[config.mk]
export PLATFORM = sky130hd
export DESIGN_NAME = mem_arbiter
export DESIGN_NICKNAME = d
export VERILOG_FILES = /design/src/rtl/mem_arb_pkg.sv /design/src/rtl/mem_arb_timer.sv /design/src/rtl/mem_arbiter.sv
export SDC_FILE = /design/constraint.sdc
export NUM_CORES = 1
export LEC_CHECK = 0
export ABC_AREA = 0
export CAP_MARGIN = 40
export CORE_ASPECT_RATIO = 0.7
export CORE_UTILIZATION = 40
export CTS_CLUSTER_SIZE = 8
export DETAILED_ROUTE_END_ITERATION = 7
export PLACE_DENSITY = 0.79
export SETUP_SLACK_MARGIN = 0.5
export SLEW_MARGIN = 20
export SYNTH_ARGS = -nofsm -noshare
export SYNTH_HDL_FRONTEND = slang
export SYNTH_HIERARCHICAL = 1
export SYNTH_SLANG_ARGS = --single-unit
[constraint.sdc]
create_clock -name mai_clk -period 2.6 [get_ports mai_clk]
set_clock_uncertainty 0.05 [all_clocks]
set_input_delay 0.52 -clock mai_clk [delete_from_list [all_inputs] [get_ports mai_clk]]
set_output_delay 0.52 -clock mai_clk [all_outputs]
set_load 0.05 [all_outputs]
[src/rtl/mem_arb_pkg.sv]
// Shared encodings for the SRAM port arbiter: FSM states, owner codes,
// timer width and a helper that converts a cycle count into a timer preload.
package mem_arb_pkg;

  // Wide enough for the 1..7 cycle read/write pulse lengths.
  localparam int TIMER_W = 3;

  typedef enum logic [2:0] {
    ARB_IDLE     = 3'd0,
    ARB_READ     = 3'd1,
    ARB_WR_SETUP = 3'd2,
    ARB_WR_PULSE = 3'd3,
    ARB_WR_HOLD  = 3'd4
  } arb_state_t;

  typedef enum logic {
    OWN_IF  = 1'b0,
    OWN_MEM = 1'b1
  } arb_owner_t;

  // A phase lasting n cycles ends on the edge where the timer reads zero,
  // so it is loaded with n-1 on entry.
  function automatic logic [TIMER_W-1:0] cycles_to_load(input int n);
    return TIMER_W'(n - 1);
  endfunction

endpackage

[src/rtl/mem_arb_timer.sv]
// Loadable down-counter with a zero flag; times both the read strobe and
// the write pulse of the SRAM arbiter.
module mem_arb_timer
  import mem_arb_pkg::*;
#(
  parameter int W = TIMER_W
) (
  input  logic         clk,
  input  logic         srst,
  input  logic         load,
  input  logic [W-1:0] load_val,
  input  logic         dec,
  output logic         zero
);

  logic [W-1:0] count_reg;

  // Load has priority over decrement; the count never wraps below zero.
  always_ff @(posedge clk) begin
    if (srst) begin
      count_reg <= '0;
    end else if (load) begin
      count_reg <= load_val;
    end else if (dec && (count_reg != '0)) begin
      count_reg <= count_reg - 1'b1;
    end
  end

  assign zero = (count_reg == '0);

endmodule

[src/rtl/mem_arbiter.sv]
// Single-port SRAM arbiter shared by instruction fetch (read only) and the
// MEM stage (read/write). MEM has fixed priority. Every access is followed by
// a mandatory idle cycle (the cycle in which done is high) for bus turnaround.
// Optional build macro MEM_ARB_PERF_EN adds a saturating conflict counter.
module mem_arbiter
  import mem_arb_pkg::*;
#(
  parameter int ADDR_W      = 16,
  parameter int DATA_W      = 16,
  parameter int READ_CYCLES = 1,
  parameter int WE_CYCLES   = 1
) (
  input  logic              mai_clk,
  input  logic              mai_rst,
  input  logic              mai_if_req,
  input  logic [ADDR_W-1:0] mai_if_addr,
  input  logic              mai_mem_req,
  input  logic              mai_mem_wr,
  input  logic [ADDR_W-1:0] mai_mem_addr,
  input  logic [DATA_W-1:0] mai_mem_wdata,
  input  logic [DATA_W-1:0] mai_ram_din,
  output logic              mao_if_done,
  output logic              mao_mem_done,
  output logic [DATA_W-1:0] mao_rdata,
  output logic              mao_if_stall,
  output logic              mao_mem_stall,
  output logic [ADDR_W-1:0] mao_ram_addr,
  output logic [DATA_W-1:0] mao_ram_dout,
  output logic              mao_ram_dout_en,
  output logic              mao_ram_ce_n,
  output logic              mao_ram_oe_n,
  output logic              mao_ram_we_n
`ifdef MEM_ARB_PERF_EN
  ,
  output logic [15:0]       mao_conflict_cnt
`endif
);

  localparam logic [TIMER_W-1:0] READ_LOAD = cycles_to_load(READ_CYCLES);
  localparam logic [TIMER_W-1:0] WE_LOAD   = cycles_to_load(WE_CYCLES);

  arb_state_t  state_reg, state_next;
  arb_owner_t  owner_reg;

  logic [ADDR_W-1:0] ram_addr_reg;
  logic [DATA_W-1:0] ram_dout_reg;
  logic [DATA_W-1:0] rdata_reg;
  logic              if_done_reg, mem_done_reg;
  logic              ce_n_reg, oe_n_reg, we_n_reg, dout_en_reg;

  logic              turnaround;
  logic              grant, grant_mem;
  logic              timer_load, timer_dec, timer_zero;
  logic [TIMER_W-1:0] timer_val;
  logic              capture;
  logic              if_done_next, mem_done_next;

  // A done pulse marks the idle cycle that must separate two accesses;
  // requests still asserted in that cycle are not re-arbitrated.
  assign turnaround = if_done_reg | mem_done_reg;

  mem_arb_timer #(.W(TIMER_W)) u_timer (
    .clk      (mai_clk),
    .srst     (mai_rst),
    .load     (timer_load),
    .load_val (timer_val),
    .dec      (timer_dec),
    .zero     (timer_zero)
  );

  // Next-state, arbitration and timer control.
  always_comb begin
    state_next    = state_reg;
    grant         = 1'b0;
    grant_mem     = 1'b0;
    timer_load    = 1'b0;
    timer_val     = '0;
    timer_dec     = 1'b0;
    capture       = 1'b0;
    if_done_next  = 1'b0;
    mem_done_next = 1'b0;
    case (state_reg)
      ARB_IDLE: begin
        if (!turnaround) begin
          if (mai_mem_req) begin
            grant     = 1'b1;
            grant_mem = 1'b1;
            if (mai_mem_wr) begin
              state_next = ARB_WR_SETUP;
            end else begin
              state_next = ARB_READ;
              timer_load = 1'b1;
              timer_val  = READ_LOAD;
            end
          end else if (mai_if_req) begin
            grant      = 1'b1;
            state_next = ARB_READ;
            timer_load = 1'b1;
            timer_val  = READ_LOAD;
          end
        end
      end
      ARB_READ: begin
        if (timer_zero) begin
          capture    = 1'b1;
          state_next = ARB_IDLE;
          if (owner_reg == OWN_IF) begin
            if_done_next = 1'b1;
          end else begin
            mem_done_next = 1'b1;
          end
        end else begin
          timer_dec = 1'b1;
        end
      end
      ARB_WR_SETUP: begin
        state_next = ARB_WR_PULSE;
        timer_load = 1'b1;
        timer_val  = WE_LOAD;
      end
      ARB_WR_PULSE: begin
        if (timer_zero) begin
          state_next = ARB_WR_HOLD;
        end else begin
          timer_dec = 1'b1;
        end
      end
      ARB_WR_HOLD: begin
        mem_done_next = 1'b1;
        state_next    = ARB_IDLE;
      end
      default: begin
        state_next = ARB_IDLE;
      end
    endcase
  end

  // State, owner, latched SRAM address/data, read data and done pulses.
  always_ff @(posedge mai_clk) begin
    if (mai_rst) begin
      state_reg    <= ARB_IDLE;
      owner_reg    <= OWN_IF;
      ram_addr_reg <= '0;
      ram_dout_reg <= '0;
      rdata_reg    <= '0;
      if_done_reg  <= 1'b0;
      mem_done_reg <= 1'b0;
    end else begin
      state_reg    <= state_next;
      if_done_reg  <= if_done_next;
      mem_done_reg <= mem_done_next;
      if (grant) begin
        owner_reg    <= grant_mem ? OWN_MEM : OWN_IF;
        ram_addr_reg <= grant_mem ? mai_mem_addr : mai_if_addr;
        if (grant_mem && mai_mem_wr) begin
          ram_dout_reg <= mai_mem_wdata;
        end
      end
      if (capture) begin
        rdata_reg <= mai_ram_din;
      end
    end
  end

  // Strobes are registered from the next state so the pins are glitch-free
  // and track the state register exactly.
  always_ff @(posedge mai_clk) begin
    if (mai_rst) begin
      ce_n_reg    <= 1'b1;
      oe_n_reg    <= 1'b1;
      we_n_reg    <= 1'b1;
      dout_en_reg <= 1'b0;
    end else begin
      ce_n_reg    <= (state_next == ARB_IDLE);
      oe_n_reg    <= (state_next != ARB_READ);
      we_n_reg    <= (state_next != ARB_WR_PULSE);
      dout_en_reg <= (state_next == ARB_WR_SETUP) ||
                     (state_next == ARB_WR_PULSE) ||
                     (state_next == ARB_WR_HOLD);
    end
  end

`ifdef MEM_ARB_PERF_EN
  logic [15:0] conflict_cnt_reg;

  // Count arbitration edges at which both requesters compete; saturates.
  always_ff @(posedge mai_clk) begin
    if (mai_rst) begin
      conflict_cnt_reg <= '0;
    end else if ((state_reg == ARB_IDLE) && !turnaround && mai_if_req &&
                 mai_mem_req && (conflict_cnt_reg != 16'hFFFF)) begin
      conflict_cnt_reg <= conflict_cnt_reg + 16'd1;
    end
  end

  assign mao_conflict_cnt = conflict_cnt_reg;
`endif

  assign mao_if_done     = if_done_reg;
  assign mao_mem_done    = mem_done_reg;
  assign mao_rdata       = rdata_reg;
  assign mao_if_stall    = mai_if_req & ~if_done_reg;
  assign mao_mem_stall   = mai_mem_req & ~mem_done_reg;
  assign mao_ram_addr    = ram_addr_reg;
  assign mao_ram_dout    = ram_dout_reg;
  assign mao_ram_dout_en = dout_en_reg;
  assign mao_ram_ce_n    = ce_n_reg;
  assign mao_ram_oe_n    = oe_n_reg;
  assign mao_ram_we_n    = we_n_reg;

endmodule
Word-level counts from Yosys, hierarchy flattened
Cells that the tools add are included.
{ "totals": {"regBits": 61, "in_bits": 69} }
{ "classes": {"n_addsub": 1, "eq_ne": 9, "mux": 28, "bitwise_logic": 7, "n_reduce_logical": 12} }
{ "ops": {"columns": ["operator", "n"], "rows": [
  ["two-way mux 1 bit", 18],
  ["two-way mux 16 bit", 1],
  ["two-way mux 3 bit", 5],
  ["equality test 3 x 2 -> 1 bit (second input constant)", 4],
  ["one-hot mux 3 bit (4 select lines)", 1],
  ["logical NOT 3 bit", 3],
  ["equality test 3 bit (second input constant)", 2],
  ["inverter 1 bit", 4],
  ["one-hot mux 1 bit (2 select lines)", 2],
  ["OR reduction 2 bit", 2],
  ["equality test 3 x 1 -> 1 bit (second input constant)", 1],
  ["inequality test 3 x 1 -> 1 bit (second input constant)", 1],
  ["inequality test 3 x 2 -> 1 bit (second input constant)", 1],
  ["nonzero test 3 bit", 1],
  ["OR reduction 3 bit", 1],
  ["subtractor 3 x 1 -> 3 bit (second input constant)", 1],
  ["AND 1 bit", 2],
  ["logical AND 1 bit", 2],
  ["logical OR 1 bit", 2],
  ["two-way mux 2 bit", 1],
  ["AND reduction 2 bit", 1],
  ["OR 1 bit", 1]
]} }

Depth between registers and ports, before layout
{ "depth": {"depth_word": 7, "depth_mapped": 8} }

Cells and area by module
The synthesis kept the hierarchy.
{ "by_module_without_submodules": {"columns": ["mod", "n_inst", "cells_per_inst", "area_per_inst_um2"], "rows": [
  ["mem_arbiter", 1, 289, 2446.1],
  ["mem_arb_timer", 1, 21, 182.7]
]} }

Worst setup path after synthesis
OpenSTA, ideal clock, no wires.
{ "synth_timing": {"path_kind": "input-to-output", "startpoint": "in mai_mem_req", "endpoint": "out mao_mem_stall", "arrival_ps": 1689, "path_slack_ps": 341, "stages": 3, "n_path_buf": 2, "cell_sequence": "buf_2 clkbuf_1 nor2b_1"} }
{ "synth_via": {"elab_chain_cells": 1} }
{ "synth_lines": {"columns": ["element", "line_no", "text"], "rows": [
  ["from (decl)", "mem_arbiter.sv:17", "input logic mai_mem_req,"],
  ["AND 1 bit", "mem_arbiter.sv:203", "assign mao_mem_stall = mai_mem_req & ~mem_done_reg;"],
  ["to (decl)", "mem_arbiter.sv:26", "output logic mao_mem_stall,"]
]} }
No other way between the ends.

Worst setup path in the final report
{ "layout_timing": {"startpoint": "reg ram_addr_reg[10] (netlist: mao_ram_addr[10])", "endpoint": "out mao_ram_addr[10]"} }
{ "layout_lines": {"columns": ["element", "line_no", "text"], "rows": [
  ["from (decl)", "mem_arbiter.sv:45", "logic [ADDR_W-1:0] ram_addr_reg;"],
  ["from (signal assigned)", "mem_arbiter.sv:154", "ram_addr_reg <= grant_mem ? mai_mem_addr : mai_if_addr;"],
  ["to (decl)", "mem_arbiter.sv:27", "output logic [ADDR_W-1:0] mao_ram_addr,"]
]} }
No word-level cell between the ends.

==> results by group <==
Status
  – Status: finished, final reports clean

Synthesis
  – EDFF count, synth: 0
  – Area share of the largest cell type after synthesis: 46.5%
  – Post-synth cell types: 44
  – List of most frequent post-synthesis cells: dfxtp_1, nand2_1, a21oi_1
  – Synthesized area: 0.00263 mm²
  – Synthesis warning total: 6
  – Dominant cell by count in the synthesized netlist: dfxtp_1
  – Yosys top cell by area: dfxtp_1
  – Async S/R FF share, synth: 0%
  – Register area share after synthesis: 46.5%
  – Mapped Cells: 310
  – Syn_area_per_cell: 8.48 µm²
  – Top FF cell, synth: dfxtp_1
  – Yosys reg bits: 61
  – Top area cells in the synthesized netlist: dfxtp_1, a21oi_1, nand2_1

Die
  – Core area: 0.00628 mm²
  – Die Width: 98.9 µm
  – Initial core utilization: 41.9%
  – DIE HEIGHT: 69.8 µm
  – Std cell rows: 24
  – Ports: 125
  – Die Area: 0.00691 mm²

Global route
  – First-pass GRT wire length: 12,300 µm
  – Largest net degree at the start of global routing: 34
  – Total GRT Usage: 22.5%
  – Initial antenna violation count: 0
  – Gr ovfl total: 0
  – Vias in the first global route: 2,572

Timing
  – Final Hold Viols: 0
  – RSZ-0062 raised after global routing: false
  – Worst slew pin tran: 0.579 ns
  – F_max: 486 MHz
  – Total Neg Setup Slack: 0 ns
  – Final period utilization: 79.1%
  – Headroom to the max-slew limit: 61.4%
  – Number of max-slew violations in the final report: 0
  – Crit path time final: 2.06 ns
  – Final number of setup-violating endpoints: 0

CTS
  – Clk Latency, worst-skew pair: 0.32 ns
  – Root Driver: clkbuf_8
  – Clk buf depth: 2
  – CTS H-tree depth: 3
  – TritonCTS buffer count: 9
  – CTS clock-pin slew for the worst setup and hold paths: 0.06 ns
  – # clock sinks: 61
  – CTS tree: done

Layout
  – Layout net count: 500
  – Filler cells: 514
  – Antenna cell count: 0
  – Share of layout cells above drive strength 1: 10.8%
  – Area delta synth->final: 59.6%
  – Final Non-Filler Cells: 512

Route
  – Via count: 2,729
  – Initial DRC count: 116
  – Detail Route Antenna Nets: 0
  – Total Wirelength: 7760 µm
  – Avg WL per Cell: 15.1 µm
  – Vias/cell: 5.33
  – DR DRC count: 0
  – DR pass1 iterations: 4

Worst setup path
  – Critical Path AT: 1.49 ns
  – Crit-path max FO: 2
  – R2R cell count: 7
  – Reg2reg end: u_timer/count_reg[2]$_SDFFE_PP0P_
  – CP Capture Type: output pin
  – Worst path cell trace: clkdlybuf4s50_1
  – Slowest CP cell: clkdlybuf4s50_1
  – Crit-path leading delay family: buffers and inverters
  – WP data required: 2.03 ns
  – Slowest cell delay on critical path: 0.81 ns
  – R2r setup slk: 0.67 ns
  – Startpoint types: flop
  – RR Startpoint: u_timer/count_reg[0]$_SDFFE_PP0P_
  – Setup CP Type: flop to output pin
  – Worst Path Buf+Inv: 1

Min path
  – Cells on Worst Hold Path: 2
  – Hold Path Sink: mao_rdata[12]$_SDFFE_PP0P_
  – Hold_sp: mao_rdata[12]$_SDFFE_PP0P_
  – Worst min path class: flop to flop

Placed design
  – Hpwl dp: 5450 µm
  – Placer Congestion: 0.799
  – # port buffers: 124
  – Dpl cells: 494

Pwr
  – Peak supply drop: 0.000530 V
  – Leakage: 1.64 nW
  – PwrDens: 805 mW/mm²
  – Total Power: 3.38 mW

Run
  – Max-Cap Viols: 0
-- stage by stage --
step                hold WS, ns  setup WS (ns)  util, %  cell area (µm²)
global route              0.424          0.501     66.8             4200
finish                    0.400          0.542     66.8             4200
global placement          0.390          0.344     62.5             3920
detailed placement        0.393          0.278     62.5             3920
floorplan                 0.369          0.579        -             2640
CTS                       0.402          0.506     66.0             4140
-- power breakdown --
group / leakage (nW) / switching [mW] / internal, mW
Sequential: 0.500 / 0.0900 / 1.07
Combinational: 1.03 / 0.817 / 0.508
Clock: 0.105 / 0.362 / 0.534
Total: 1.64 / 1.27 / 2.11
-- repair_timing --
action,in CTS,in global routing
gates resized for setup,4,12
setup buffers,0,2
hold buffers,0,0
setup endpoints to repair,3,26
-- placed cells by master (no fill, tap or decap), types with 2 or more instances in the layout --
cell,count
clkdlybuf4s50_1,110
dfxtp_1,61
nand2_1,49
a21oi_1,48
nand3_1,17
o21ai_0,16
nor2_1,13
nor3_1,10
buf_4,10
clkbuf_8,9
dlymetal6s2s_1,9
a311oi_1,7
a2111oi_1,6
nand3b_1,5
inv_1,4
a31oi_1,3
nor2b_1,3
a21oi_2,3
a2111oi_2,3
clkinv_2,3
buf_12,3
conb_1,3
nand2b_1,2
nor3b_1,2
bufinv_16,2
clkinvlp_4,2
dlygate4sd2_1,2
or3_1,2
ha_1,2
-- metal layers --
layer	global-route usage (%)	part of all wire, %	vias to the layer above	routed length (µm)
met3	8.17	9.6	7	743
met4	6.47	0.81	0	63
met1	28.5	45	1271	3450
li1	-	-	1329	-
met5	0	0	-	0
met2	35.9	45	122	3500
-- how the worst max path moves through the flow --
stage	depth (start not counted)	startpoint	end
final	1	mao_ram_addr[10]$_SDFFE_PP0P_	mao_ram_addr[10]
after global routing	1	mao_ram_dout[1]$_SDFFE_PP0P_	mao_ram_dout[1]
after CTS	3	state_reg[0]$_SDFF_PP0_	mao_ram_addr[12]$_SDFFE_PP0P_
after detailed placement	7	mai_mem_req	u_timer/count_reg[2]$_SDFFE_PP0P_
after global placement	7	mai_mem_req	u_timer/count_reg[2]$_SDFFE_PP0P_
after floorplan	3	mai_mem_req	mao_mem_stall
-- cells by family (layout without fill, tap and decap cells) --
family | count (synthesis) | after routing | synth area share [%]
AND/OR/NAND/NOR | 117 | 117 | 22.5
other | 1 | 3 | 0.143
AO/OA/AOI/OAI | 94 | 94 | 22.8
buffers and inverters | 34 | 156 | 6.76
XOR/XNOR | 1 | 1 | 0.333
flip-flops | 61 | 61 | 46.5
adder cells (fa/ha/maj) | 2 | 2 | 0.952
-- worst min-delay path, delay by kind of cell, from the launching register on --
family	cells	cell delay, ns
AOI/OAI and AO/OA	1	0.05
DFF	1	0.31
and+or+nand+nor	1	0.05
-- final cells by class --
cell class,instances,area (µm²),area share [%]
timing repair buffer,136,1380,33.0
multi-input combinational,217,1260,30.2
sequential,61,1220,29.1
clock buffer,9,124,2.95
tap,78,97.6,2.33
clock inverter,7,90.1,2.15
inverter,4,15.0,0.358
Power figures use the tool's default switching activity.
